**src/rtl/counter_mod_rev_if.sv**
```systemverilog
// Control and status bundle for counter_mod_rev.
// The master drives the count controls; the slave (the counter) returns the count and flags.
interface counter_mod_rev_if #(
  parameter int WIDTH = 32
);
  logic             en;
  logic             s;
  logic             sat;
  logic             Load;
  logic [WIDTH-1:0] PData;
  logic [WIDTH-1:0] lim;
  logic [WIDTH-1:0] cnt;
  logic             rc;
  logic             zero;

  modport master (
    output en, s, sat, Load, PData, lim,
    input  cnt, rc, zero
  );

  modport slave (
    input  en, s, sat, Load, PData, lim,
    output cnt, rc, zero
  );
endinterface

```
**src/rtl/counter_mod_rev.sv**
```systemverilog
// Up/down counter over 0..lim with wrap or saturate at the bounds, parallel load,
// and a registered terminal-count pulse.
module counter_mod_rev #(
  parameter int               WIDTH     = 32,
  parameter logic [WIDTH-1:0] RESET_VAL = '0
) (
  input  logic             clk,
  input  logic             rst,
  counter_mod_rev_if.slave bus
);

  localparam logic [WIDTH-1:0] ONE = WIDTH'(1);

  logic [WIDTH-1:0] cnt_q, cnt_d;
  logic             rc_q, rc_d;

  // The +1 step only happens below lim and the -1 step only above 0, so no
  // arithmetic path can overflow; the bound cases are handled explicitly.
  always_comb begin
    cnt_d = cnt_q;
    rc_d  = 1'b0;
    if (bus.Load) begin
      cnt_d = bus.PData;
    end else if (bus.en) begin
      if (bus.s) begin
        if (cnt_q < bus.lim) begin
          cnt_d = cnt_q + ONE;
        end else begin
          cnt_d = bus.sat ? bus.lim : '0;
          rc_d  = 1'b1;
        end
      end else begin
        if (cnt_q != '0) begin
          cnt_d = cnt_q - ONE;
        end else begin
          cnt_d = bus.sat ? '0 : bus.lim;
          rc_d  = 1'b1;
        end
      end
    end
  end

  always_ff @(posedge clk or posedge rst) begin
    if (rst) begin
      cnt_q <= RESET_VAL;
      rc_q  <= 1'b0;
    end else begin
      cnt_q <= cnt_d;
      rc_q  <= rc_d;
    end
  end

  assign bus.cnt  = cnt_q;
  assign bus.rc   = rc_q;
  assign bus.zero = (cnt_q == '0);

endmodule
```
**src/flat_wrapper.sv**
```systemverilog
// flat-port wrapper written by rule: the top's interface ports become plain ports
module counter_mod_rev_flat 
#(
  parameter int               WIDTH     = 32,
  parameter logic [WIDTH-1:0] RESET_VAL = '0
)
  (clk, rst, bus_en, bus_s, bus_sat, bus_Load, bus_PData, bus_lim, bus_cnt, bus_rc, bus_zero);
  counter_mod_rev_if #(.WIDTH(WIDTH)) bus_i ();
  input  logic clk;
  input  logic rst;
  input wire logic [$bits(bus_i.en)-1:0] bus_en;
  input wire logic [$bits(bus_i.s)-1:0] bus_s;
  input wire logic [$bits(bus_i.sat)-1:0] bus_sat;
  input wire logic [$bits(bus_i.Load)-1:0] bus_Load;
  input wire logic [$bits(bus_i.PData)-1:0] bus_PData;
  input wire logic [$bits(bus_i.lim)-1:0] bus_lim;
  output wire logic [$bits(bus_i.cnt)-1:0] bus_cnt;
  output wire logic [$bits(bus_i.rc)-1:0] bus_rc;
  output wire logic [$bits(bus_i.zero)-1:0] bus_zero;
  assign bus_i.en = bus_en;
  assign bus_i.s = bus_s;
  assign bus_i.sat = bus_sat;
  assign bus_i.Load = bus_Load;
  assign bus_i.PData = bus_PData;
  assign bus_i.lim = bus_lim;
  assign bus_cnt = bus_i.cnt;
  assign bus_rc = bus_i.rc;
  assign bus_zero = bus_i.zero;
  counter_mod_rev #(.WIDTH(WIDTH), .RESET_VAL(RESET_VAL)) u_core (.clk(clk), .rst(rst), .bus(bus_i));
endmodule
```
**config.mk**
```make
export PLATFORM = sky130hd
export DESIGN_NAME = counter_mod_rev_flat
export DESIGN_NICKNAME = d
export VERILOG_FILES = /design/src/rtl/counter_mod_rev_if.sv /design/src/rtl/counter_mod_rev.sv /design/src/flat_wrapper.sv
export SDC_FILE = /design/constraint.sdc
export NUM_CORES = 1
export LEC_CHECK = 0
export BUFFER_PORTS_ARGS = -buffer_cell sky130_fd_sc_hd__buf_2
export CAP_MARGIN = 20
export CORE_UTILIZATION = 54
export DETAILED_ROUTE_END_ITERATION = 12
export GPL_TIMING_DRIVEN = 0
export PLACE_DENSITY = 0.77
export SKIP_CTS_REPAIR_TIMING = 1
export SLEW_MARGIN = 20
export SYNTH_ARGS = -nofsm -noshare
export SYNTH_HDL_FRONTEND = slang
export SYNTH_SLANG_ARGS = --single-unit
```
**constraint.sdc**
```tcl
create_clock -name clk -period 2.8 [get_ports clk]
set_input_delay 0.84 -clock clk [delete_from_list [all_inputs] [get_ports clk]]
set_output_delay 0.84 -clock clk [all_outputs]
set_load 0.01 [all_outputs]
```
-- Yosys cells after proc, flatten, opt, wreduce, memory -nomap -nowiden
Cells that the tools add are included.
- memory bits (writable): 0
- latch bits: 0
- bits in read-only memories: 0
- memories: 0
- bits of input ports: 70
- register bits: 33
- word-level logic and storage cells: 20
- output and inout bits: 34
- mux-type cells: 12
- bitwise operators: 0
- $add $sub $neg: 2
- order comparisons: 1
- equal/unequal tests: 0
- shift-type cells: 0
- reduce and logical (&&, ||, !) cells: 3
- multiply operators: 0
- divide/modulo/power cells: 0
- operators by type and width (operator ; number):
    32-bit two-way mux ; 7
    32-bit by 1-bit adder with 32-bit output, second input constant ; 1
    32-bit zero test ; 1
    32-bit < comparator ; 1
    32-bit nonzero test ; 1
    32-bit by 1-bit subtractor with 32-bit output, second input constant ; 1
    1-bit two-way mux ; 5
    2-bit nonzero test ; 1

-- Logic depth before layout (Yosys ltp)
Gate-level depths: netlist of the first run.
- depth after elaboration: 5
- gate-level depth with buffers: 11
- gate-level depth less buffers: 9

-- Worst setup path before layout of the first run
Ideal clock, no wire load.
- path kind: input to register
- from: in bus_lim[1]
- to: reg u_core.cnt_q[29], in the netlist u_core.bus.cnt[29]
- arrival: 2.876 ns
- path slack: -0.153 ns
- library setup time: 0.077 ns
- required time: 2.723 ns
- stages on the path: 10
- cells stage by stage: inv_1 ha_1 a2111o_1 a32o_1 o211a_1 buf_2 nor2_4 buf_4 mux2_2 a21oi_1
- cells in the longest elaborated chain, start to end: 5
- ends and longest elaborated chain (element ; RTL line ; text):
    start: declaration ; flat_wrapper.sv:16 ; input wire logic [$bits(bus_i.lim)-1:0] bus_lim;
    32-bit < comparator ; counter_mod_rev.sv:26 ; if (cnt_q < bus.lim) begin
    32-bit two-way mux ; counter_mod_rev.sv:26 ;
    32-bit two-way mux ; counter_mod_rev.sv:25 ; if (bus.s) begin
    32-bit two-way mux ; counter_mod_rev.sv:24 ; end else if (bus.en) begin
    32-bit two-way mux ; counter_mod_rev.sv:22 ; if (bus.Load) begin
    end signal: assignment ; counter_mod_rev.sv:48 ; cnt_q <= cnt_d;
    end: declaration ; counter_mod_rev.sv:14 ; logic [WIDTH-1:0] cnt_q, cnt_d;
No other way between the ends. The select of a mux whose other input is x is not followed.
A chain may end at the register's enable or synchronous reset.

-- Worst setup path after layout of the first run
Same ends and word-level chain as after synthesis.

==> results.sh, run 1 <==
export IMPL_outcome="complete, but fails checks"
export IMPL_violations="negative setup slack"
export IMPL_cap_viol_max_count=0
export IMPL_design_portCount=104
export IMPL_initial_antenna_violation_count=0
export IMPL_cts_root_to_sink_buffers=2
export IMPL_share_of_synthesized_area_occupied_by_flip_flops_and_latches_pct=17.20
export IMPL_remaining_drc_errors=0
export IMPL_port_buffers=102
export IMPL_power_leakage_nw=2.731
export IMPL_finalNetCount=922
export IMPL_synth_fp_nets=774
export IMPL_cts_sink_count=33
export IMPL_die_h_um=96.30
export IMPL_power_w=0.002490
export IMPL_diodes=0
export IMPL_layout_commonest_cell="sky130_fd_sc_hd__buf_2"
export IMPL_reg2reg_from="u_core.bus.cnt[1]"
export IMPL_synthesis_area_um2=4802
export IMPL_data_required_critical_path_ns=3.02
export IMPL_gr_total_overflow=0
export IMPL_min_period_over_period_pct=107.1
export IMPL_crit_path_max_incr_delay_ns=0.47
export IMPL_finalWorstPathRequiredPeriod_ns=2.999
export IMPL_dpl_hpwl_um=14160
export IMPL_syn_to_final_growth_pct=29.00
export IMPL_clock_skew_final_ns=0.006794
export IMPL_timing_final_setup_violations=19
export IMPL_root_buffer_master="sky130_fd_sc_hd__clkbuf_8"
export IMPL_rsz0062_at_grt="yes"
export IMPL_setup_worst_path_start_class="primary input"
export IMPL_total_routed_wirelength_um=20330
export IMPL_worstPathMaxFanout=8
export IMPL_floorplan_die_width_um=96.30
export IMPL_detail_route_first_pass_iterations=7
export IMPL_drt_vias_per_instance=6.587
export IMPL_wire_per_inst_um=21.93
export IMPL_yosysWarnings=0
export IMPL_grt_first_pass_wirelength_um=29040
export IMPL_syn_inst=670
export IMPL_via_count_of_the_first_global_routing_pass=5302
export IMPL_clk_pin_slew_ns=0.08
export IMPL_design_core_area_um2=8678
export IMPL_drive_gt1_share_pct=29.18
export IMPL_cellPowerDensity_nw_per_um2=401.9
export IMPL_track_usage_pct=42.80
export IMPL_worst_reg_to_reg_setup_slack_ns=-0.06
export IMPL_worst_slew_pin_transition_ns=1.044
export IMPL_post_syn_area_per_cell_um2=7.167
export IMPL_final_cell_mix="sky130_fd_sc_hd__buf_2, sky130_fd_sc_hd__nand2_1, sky130_fd_sc_hd__nor2_1"
export IMPL_count_of_flip_flops_with_a_built_in_enable_after_synthesis=0
export IMPL_timing_critical_path_slowest_stage_cell="sky130_fd_sc_hd__a2111o_1"
export IMPL_ys_seq_elements=33
export IMPL_pre_cts_ws_ns=-0.8007
export IMPL_dieArea_um2=9274
export IMPL_fp_row_count=34
export IMPL_worst_slew_margin_rel_pct=30.40
export IMPL_detailroute_via_count=6106
export IMPL_gpl_final_weighted_congestion=0.9793
export IMPL_ant_nets=0
export IMPL_hp_class="in -> async"
export IMPL_cp_data_arrival_time_ns=3.22
export IMPL_start_util_pct=55.33
export IMPL_reg2reg_depth=9
export IMPL_timing_worst_setup_path_type="in -> reg"
export IMPL_post_route_worst_setup_slack_ns=-0.1988
export IMPL_maxClockFrequency_ghz=0.3335
export IMPL_path_cells="buf_8, inv_4, ha_4, a2111o_1, a32o_2, o211a_1, buf_6, nor2_4, buf_12, mux2_4, a21oi_2"
export IMPL_nFillCells=753
export IMPL_regToRegEndpoint="u_core.bus.cnt[29]"
export IMPL_synth_async_sr_flop_share_pct=100.0
export IMPL_tritoncts="done"
export IMPL_peakVddDrop_uv=285.0
export IMPL_finalHoldViolations=0
export IMPL_worstSkewPairLatency_ns=0.30
export IMPL_number_of_clock_buffers_inserted_by_tritoncts=5
export IMPL_grt_start_max_net_pins=22
export IMPL_synthFlopType="sky130_fd_sc_hd__dfrtp_1"
export IMPL_critical_path_endpoint_type="register"
export IMPL_clock_tree_htree_level_count=2
export IMPL_ys_types=64
export IMPL_slew_limit_fails=0
export IMPL_initialDrtViolationCount=760
state kept, by name, summed over array words and instances, names as in the netlist:
register / flops
u_core.bus.cnt: 32
u_core.bus.rc: 1
routing by layer:
metal / vias up / global-route usage (%) / wire (µm)
met1: 2802 / 56.34 / 7706
met4: 0 / 22.67 / 999
met5: - / 0 / 0
li1: 2689 / - / -
met3: 100 / 10.51 / 2777
met2: 515 / 64.18 / 8850
cell usage after synthesis (all sizes together) (2+ instances only):
cell type	number	area share, %
o2bb2ai	7	1.3
and4	4	0.73
a211o	3	0.55
a221oi	5	0.91
mux2	8	1.9
nand2b	9	1.2
a31oi	16	2.1
dfrtp	33	17
nand3	17	1.8
nor3	29	3.3
nor3b	8	1.4
and3	9	1.2
a311oi	2	0.36
nand4b	2	0.36
or3	8	1.1
or4	6	1.1
buf	25	3.4
o311ai	2	0.36
o31ai	8	1.3
xnor2	32	5.8
a21o	6	0.94
mux2i	3	0.63
nor4	19	4.5
o21ai	60	6.3
o22ai	4	0.52
a211oi	4	0.63
xor2	23	4.2
nor2	59	4.8
a21oi	44	4.6
nand4	16	2.2
o211a	2	0.42
clkbuf	35	2.8
inv	40	3.1
nand2	74	5.8
ha	34	8.9
power by group:
part / leakage (nW) / switching [W] / internal, W
sequential: 0.393 / 0.0000988 / 0.000540
combinational: 2.30 / 0.000843 / 0.000624
clock: 0.0395 / 0.000207 / 0.000177
cells by family (layout without fill, tap and decap cells):
logic type | after synthesis | in the layout | synth area share, %
flip-flops | 33 | 33 | 17.20
adder cells (fa/ha/maj) | 34 | 34 | 8.859
buffers and inverters | 100 | 249 | 9.302
multiplexers | 11 | 11 | 2.501
AND/OR/NAND/NOR | 264 | 264 | 30.02
XOR/XNOR | 55 | 55 | 10.03
AO/OA/AOI/OAI | 173 | 173 | 22.10
worst max-delay path, delay by kind of cell:
kind	cells	cell delay, ns
AO/OA/AOI/OAI	4	1.15
buffers and inverters	4	0.46
AND/OR/NAND/NOR	1	0.26
multiplexers	1	0.31
adder cells (fa/ha/maj)	1	0.19
metrics by stage:
| step | util (%) | area (µm²) | setup TNS, ns | hold slack [ns] | instances |
|---|---|---|---|---|---|
| floorplan | - | 4822 | -0.03305 | 0.7670 | 670 |
| global placement | 63.00 | 5468 | -19.23 | 0.8011 | 880 |
| detailed placement | 63.24 | 5488 | -19.18 | 0.8118 | 881 |
| CTS | 64.16 | 5568 | -9.806 | 0.4969 | 889 |
| global route | 71.38 | 6195 | -3.155 | 0.5203 | 927 |
| finish | 71.38 | 6195 | -1.938 | 0.4878 | 927 |
worst max path at each step:
stage	from	end	cells past startpoint
after detailed placement	bus_lim[1]	u_core.bus.cnt[14]	10
after global placement	bus_lim[1]	u_core.bus.cnt[14]	10
after floorplan	bus_lim[1]	u_core.bus.cnt[29]	10
after global routing	bus_lim[2]	u_core.bus.cnt[29]	11
after CTS	bus_lim[1]	u_core.bus.cnt[14]	10
final	bus_lim[1]	u_core.bus.cnt[29]	11
cell type report:
cell class	count	area, µm²	area share, %
buffer	59	349.1	5.635
timing repair buffer	142	863.3	13.94
clock buffer	8	80.08	1.293
multi-input combinational	537	3782	61.06
sequential	33	827.0	13.35
tap	108	135.1	2.181
inverter	40	157.7	2.545
Note: power is estimated with default switching activity, not from simulation.
==> run 2, diff against run 1 <==
==> constraint.sdc (replaced) <==
create_clock -name clk -period 2.8 [get_ports clk]
set_input_delay 0 -clock clk [delete_from_list [all_inputs] [get_ports clk]]
set_output_delay 0 -clock clk [all_outputs]
set_load 0.01 [all_outputs]
==> run 2 against run 1 <==
Effect of this change: the run ends with negative hold slack left; hold slack got worse by 0.51 ns; total power is 0.60% lower; sequential share of layout area grew 0.62 points; combinational power is 9.5% lower; sequential power shrank 0.6%; clock skew increased by 0.0014 ns; utilization is 2.9 points lower; sequential cell count unchanged; non-clock buffer count fell by 12; critical path type is now reg -> reg; largest power group unchanged.
==> results.sh, run 2 (synthesis results as in run 1) <==
export IMPL_regToRegEndpoint="u_core.bus.cnt[10]"
export IMPL_tritoncts="done"
export IMPL_final_cell_mix="sky130_fd_sc_hd__buf_2, sky130_fd_sc_hd__nand2_1, sky130_fd_sc_hd__nor2_1"
export IMPL_dieArea_um2=9274
export IMPL_number_of_clock_buffers_inserted_by_tritoncts=5
export IMPL_initialDrtViolationCount=714
export IMPL_port_buffers=102
export IMPL_layout_commonest_cell="sky130_fd_sc_hd__buf_2"
export IMPL_placed_cells=881
export IMPL_clock_skew_final_ns=0.008183
export IMPL_total_routed_wirelength_um=19570
export IMPL_setup_tns_final_ns=0
export IMPL_cellPowerDensity_nw_per_um2=416.1
export IMPL_finalWorstPathRequiredPeriod_ns=2.791
export IMPL_min_period_over_period_pct=99.67
export IMPL_die_h_um=96.30
export IMPL_initial_antenna_violation_count=0
export IMPL_grt_first_pass_wirelength_um=28880
export IMPL_worstSkewPairLatency_ns=0.30
export IMPL_syn_to_final_growth_pct=23.84
export IMPL_critical_path_n_buffers_inverters=1
export IMPL_worstPathMaxFanout=4
export IMPL_diodes=0
export IMPL_path_cells="ha_1, a2111o_1, a32o_2, o211ai_1, nand2_2, buf_4, a311oi_1, o21ai_0"
export IMPL_gr_total_overflow=0
export IMPL_cts_root_to_sink_buffers=2
export IMPL_crit_family="compound AO/OA/AOI/OAI gates"
export IMPL_hp_class="in -> reg"
export IMPL_power_leakage_nw=2.619
export IMPL_worst_slew_pin_transition_ns=0.8398
export IMPL_design_core_area_um2=8678
export IMPL_start_util_pct=55.33
export IMPL_clock_tree_htree_level_count=2
export IMPL_ant_nets=0
export IMPL_worst_reg_to_reg_setup_slack_ns=0.009
export IMPL_peakVddDrop_uv=264.0
export IMPL_cts_sink_count=33
export IMPL_worst_slew_margin_rel_pct=44.01
export IMPL_clk_pin_slew_ns=0.08
export IMPL_dpl_hpwl_um=14120
export IMPL_drt_vias_per_instance=6.435
export IMPL_root_buffer_master="sky130_fd_sc_hd__clkbuf_8"
export IMPL_holdWs_ns=-0.02715
export IMPL_via_count_of_the_first_global_routing_pass=5166
export IMPL_reg2reg_depth=8
export IMPL_grt_start_max_net_pins=18
export IMPL_outcome="complete, but fails checks"
export IMPL_track_usage_pct=42.41
export IMPL_maxClockFrequency_ghz=0.3583
export IMPL_cap_viol_max_count=0
export IMPL_holdPathEnd="u_core.bus.cnt[16]"
export IMPL_detailroute_via_count=5888
export IMPL_design_portCount=104
export IMPL_layoutNonFillerInstCount=915
export IMPL_drive_gt1_share_pct=25.28
export IMPL_data_required_critical_path_ns=2.98
export IMPL_timing_worst_setup_path_type="reg -> reg"
export IMPL_largest_register_ffs=32
export IMPL_reg2reg_from="u_core.bus.cnt[1]"
export IMPL_holdPathStages=3
export IMPL_floorplan_die_width_um=96.30
export IMPL_fp_row_count=34
export IMPL_wire_per_inst_um=21.38
export IMPL_violations="negative hold slack"
export IMPL_timing_final_setup_violations=0
export IMPL_min_delay_start="bus_lim[16]"
export IMPL_crit_path_max_incr_delay_ns=0.48
export IMPL_gpl_final_weighted_congestion=0.9889
export IMPL_slew_limit_fails=0
export IMPL_critical_path_endpoint_type="register"
export IMPL_remaining_drc_errors=0
export IMPL_cp_data_arrival_time_ns=2.97
export IMPL_timing_critical_path_slowest_stage_cell="sky130_fd_sc_hd__a2111o_1"
export IMPL_finalHoldViolations=5
export IMPL_setup_worst_path_start_class="register"
export IMPL_finalNetCount=910
export IMPL_detail_route_first_pass_iterations=5
[run 2: changes by cell type in the layout (fill, tap and decap cells not counted), moves of 5 or more]
cell and delta:
sky130_fd_sc_hd__dlygate4sd3_1 +9, sky130_fd_sc_hd__mux2_2 +5, sky130_fd_sc_hd__buf_4 -17, sky130_fd_sc_hd__o21ai_0 +7
sky130_fd_sc_hd__a21oi_2 -5, sky130_fd_sc_hd__mux2_4 -5, sky130_fd_sc_hd__a21oi_1 +6, sky130_fd_sc_hd__o21ai_1 -6
sky130_fd_sc_hd__buf_6 -9
[run 2: worst register-to-register path, delay by kind of cell, from the launching register on]
kind                       cells  cell delay [ns]
adders and majority gates      1             0.31
and+or+nand+nor                1             0.13
DFF                            1             0.44
AOI/OAI and AO/OA              5             1.62
buffers and inverters          1             0.17
[run 2: final cells by class]
cell class,instances,area [µm²]
Multi-Input combinational cell,537,3621
Fill cell,808,2731
Clock buffer,7,86.33
Sequential cell,33,830.8
Buffer,58,310.3
Clock inverter,1,30.03
Tap cell,108,135.1
Inverter,40,150.1
Timing Repair Buffer,131,783.3
[run 2: per-stage QoR]
step                util [%]  setup slack [ns]  power (W)  hold slack (ns)  instance area [µm²]
floorplan                  -            0.1694   0.001417           0.1289                 4802
global placement       62.77           -0.5001   0.001783           0.2295                 5448
detailed placement     63.09           -0.5512   0.001808          0.04378                 5475
CTS                    64.43           -0.5684   0.002323          -0.2862                 5592
global route           68.53          -0.03562   0.002597        0.0001569                 5947
finish                 68.53          0.009216   0.002475         -0.02715                 5947
[run 2: routing by layer]
layer	global-route usage, %	routed length [µm]	vias up
met4	17.03	762	0
met3	6.556	2477	70
met1	58.08	7745	2709
met5	0	0	-
li1	-	-	2670
met2	66.25	8580	439
[run 2: how the worst max path moves through the flow]
stage	start	to	depth (start not counted)	slack, ns
final	u_core.bus.cnt[1]	u_core.bus.cnt[10]	8	0.009
after global routing	u_core.bus.cnt[0]	u_core.bus.cnt[12]	10	-0.04
after CTS	u_core.bus.cnt[30]	u_core.bus.cnt[14]	10	-0.57
after detailed placement	u_core.bus.cnt[30]	u_core.bus.cnt[14]	10	-0.55
after global placement	u_core.bus.cnt[30]	u_core.bus.cnt[14]	10	-0.50
after floorplan	u_core.bus.cnt[1]	u_core.bus.cnt[29]	9	0.17
[run 2: power by group]
group	switching [W]	leakage, nW	internal [W]	total, W
combinational	0.000777	2.17	0.000551	0.00133
clock	0.000222	0.0585	0.000291	0.000513
sequential	0.0000925	0.390	0.000541	0.000634
total	0.00109	2.62	0.00138	0.00247
==> run 3, diff against run 2 <==
Settings changed: REMOVE_ABC_BUFFERS from default to 1.
==> run 3 against run 2 <==
Effect of this change: die area unchanged; routed wire length is 13% lower; cell count is 3.7% lower; sequential cell count is the same; clock power decreased by 28%; largest power group unchanged; register-to-register slack lost 0.05 ns; the run ends with negative hold slack, negative setup slack left; clock-buffer cell count decreased by 2.
==> results.sh, run 3 (synthesis results as in run 1) <==
export IMPL_outcome="complete, but fails checks"
export IMPL_violations="negative hold slack, negative setup slack"
export IMPL_dpl_hpwl_um=10820
export IMPL_diodes=0
export IMPL_worstSkewPairLatency_ns=0.30
export IMPL_hp_class="in -> reg"
export IMPL_detailroute_via_count=5735
export IMPL_setup_worst_path_start_class="register"
export IMPL_worst_slew_margin_rel_pct=24.60
export IMPL_cts_root_to_sink_buffers=2
export IMPL_grt_first_pass_wirelength_um=25370
export IMPL_nFillCells=761
export IMPL_layout_commonest_cell="sky130_fd_sc_hd__buf_2"
export IMPL_die_h_um=96.30
export IMPL_worst_slew_pin_transition_ns=1.129
export IMPL_layoutNonFillerInstCount=881
export IMPL_peakVddDrop_uv=247.0
export IMPL_min_period_over_period_pct=101.4
export IMPL_initial_antenna_violation_count=0
export IMPL_start_util_pct=55.33
export IMPL_finalWorstPathRequiredPeriod_ns=2.839
export IMPL_via_count_of_the_first_global_routing_pass=5124
export IMPL_syn_to_final_growth_pct=22.04
export IMPL_tritoncts="done"
export IMPL_remaining_drc_errors=0
export IMPL_gr_total_overflow=0
export IMPL_power_w=0.002267
export IMPL_number_of_clock_buffers_inserted_by_tritoncts=5
export IMPL_cellPowerDensity_nw_per_um2=386.9
export IMPL_fp_row_count=34
export IMPL_largest_register_ffs=32
export IMPL_root_buffer_master="sky130_fd_sc_hd__clkbuf_8"
export IMPL_gr_layer_usage_met3_pct=5.450
export IMPL_port_buffers=103
export IMPL_placed_cells=823
export IMPL_clock_tree_htree_level_count=2
export IMPL_clock_skew_final_ns=0.009217
export IMPL_design_core_area_um2=8678
export IMPL_grtUsageMet1_pct=43.72
export IMPL_drt_vias_per_instance=6.510
export IMPL_wire_per_inst_um=19.35
export IMPL_track_usage_pct=35.56
export IMPL_clk_pin_slew_ns=0.07
export IMPL_slew_limit_fails=0
export IMPL_finalNetCount=878
export IMPL_grt_start_max_net_pins=67
export IMPL_path_cells="ha_1, nand4_1, nor4_2, a32o_1, o211a_4, nor2_4, buf_12, buf_4, a21oi_1, o21ai_0"
export IMPL_holdWs_ns=-0.02782
export IMPL_finalHoldViolations=4
export IMPL_maxClockFrequency_ghz=0.3522
export IMPL_pre_cts_ws_ns=-0.7969
export IMPL_timing_worst_setup_path_type="reg -> reg"
export IMPL_cts_sink_count=33
export IMPL_setup_tns_final_ns=-0.04332
export IMPL_crit_path_max_incr_delay_ns=0.54
export IMPL_ant_nets=0
export IMPL_detail_route_first_pass_iterations=6
export IMPL_total_routed_wirelength_um=17050
export IMPL_design_portCount=104
export IMPL_cap_viol_max_count=0
export IMPL_post_route_worst_setup_slack_ns=-0.03895
export IMPL_grt_met2_usage_pct=59.46
export IMPL_timing_critical_path_slowest_stage_cell="sky130_fd_sc_hd__dfrtp_1"
export IMPL_drive_gt1_share_pct=27.43
export IMPL_floorplan_die_width_um=96.30
export IMPL_final_cell_mix="sky130_fd_sc_hd__buf_2, sky130_fd_sc_hd__nand2_1, sky130_fd_sc_hd__nor2_1"
export IMPL_timing_final_setup_violations=2
export IMPL_gpl_final_weighted_congestion=0.9360
export IMPL_power_leakage_nw=2.540
export IMPL_dieArea_um2=9274
export IMPL_initialDrtViolationCount=532
export IMPL_cp_data_arrival_time_ns=3.01
export IMPL_critical_path_endpoint_type="register"
export IMPL_worstPathMaxFanout=13
export IMPL_data_required_critical_path_ns=2.97
export IMPL_grt_most_used_layer="met2"
[run 3: changes by cell type in the layout (fill, tap and decap cells not counted), moves of 2 or more]
cell and delta:
sky130_fd_sc_hd__clkbuf_4 -2, sky130_fd_sc_hd__buf_12 +2, sky130_fd_sc_hd__clkbuf_2 -6, sky130_fd_sc_hd__buf_4 +19
sky130_fd_sc_hd__dfrtp_2 +14, sky130_fd_sc_hd__dfrtp_1 -14, sky130_fd_sc_hd__buf_6 -4, sky130_fd_sc_hd__buf_2 -14
sky130_fd_sc_hd__clkbuf_1 -27
[run 3: critical path, delay by kind of cell, from the launching register on]
kind / cells / cell delay, ns
AO/OA/AOI/OAI: 4 / 0.89
flip-flops: 1 / 0.54
AND/OR/NAND/NOR: 3 / 0.54
adder cells (fa/ha/maj): 1 / 0.40
buffers and inverters: 2 / 0.32
[run 3: layout make-up]
class | count | area [µm²] | share of cell area (%)
Timing Repair Buffer | 156 | 987.2 | 16.84
Multi-Input combinational cell | 538 | 3666 | 62.55
Clock inverter | 1 | 5.005 | 0.08540
Tap cell | 108 | 135.1 | 2.306
Clock buffer | 5 | 68.82 | 1.174
Sequential cell | 33 | 848.3 | 14.47
Inverter | 40 | 150.1 | 2.562
[run 3: power by group]
group | switching (W) | total, W | internal, W | leakage, nW
Combinational | 0.000615 | 0.00114 | 0.000522 | 2.12
Sequential | 0.000219 | 0.000764 | 0.000545 | 0.375
Clock | 0.000202 | 0.000367 | 0.000164 | 0.0399
Total | 0.00104 | 0.00227 | 0.00123 | 2.54
[run 3: layer usage]
layer / wire (µm) / share of wire [%] / up-vias
li1: - / - / 2614
met1: 6556 / 38 / 2659
met2: 8008 / 47 / 377
met3: 1613 / 9.5 / 85
met4: 867 / 5.1 / 0
met5: 0 / 0 / -
[run 3: path summary, 6_finish.rpt]
path / slack [ns] / to / cells after the start / from
worst max-delay path: -0.04 / u_core.bus.cnt[11] / 10 / u_core.bus.cnt[15]
worst min-delay path: -0.03 / u_core.bus.cnt[4] / 3 / bus_lim[4]
max in group asynchronous: 1.85 / u_core.bus.cnt[10] / 3 / rst
worst max register to register: -0.04 / u_core.bus.cnt[11] / 10 / u_core.bus.cnt[15]
min in group asynchronous: 0.39 / u_core.bus.cnt[25] / 3 / rst
worst min register to register: 0.78 / u_core.bus.cnt[1] / 3 / u_core.bus.cnt[1]
[run 3: metrics by stage]
step                cell area [µm²]  util, %
finish                         5861    67.53
global route                   5861    67.53
CTS                            5275    60.78
detailed placement             5201    59.93
global placement               5156    59.41
floorplan                      4506        -
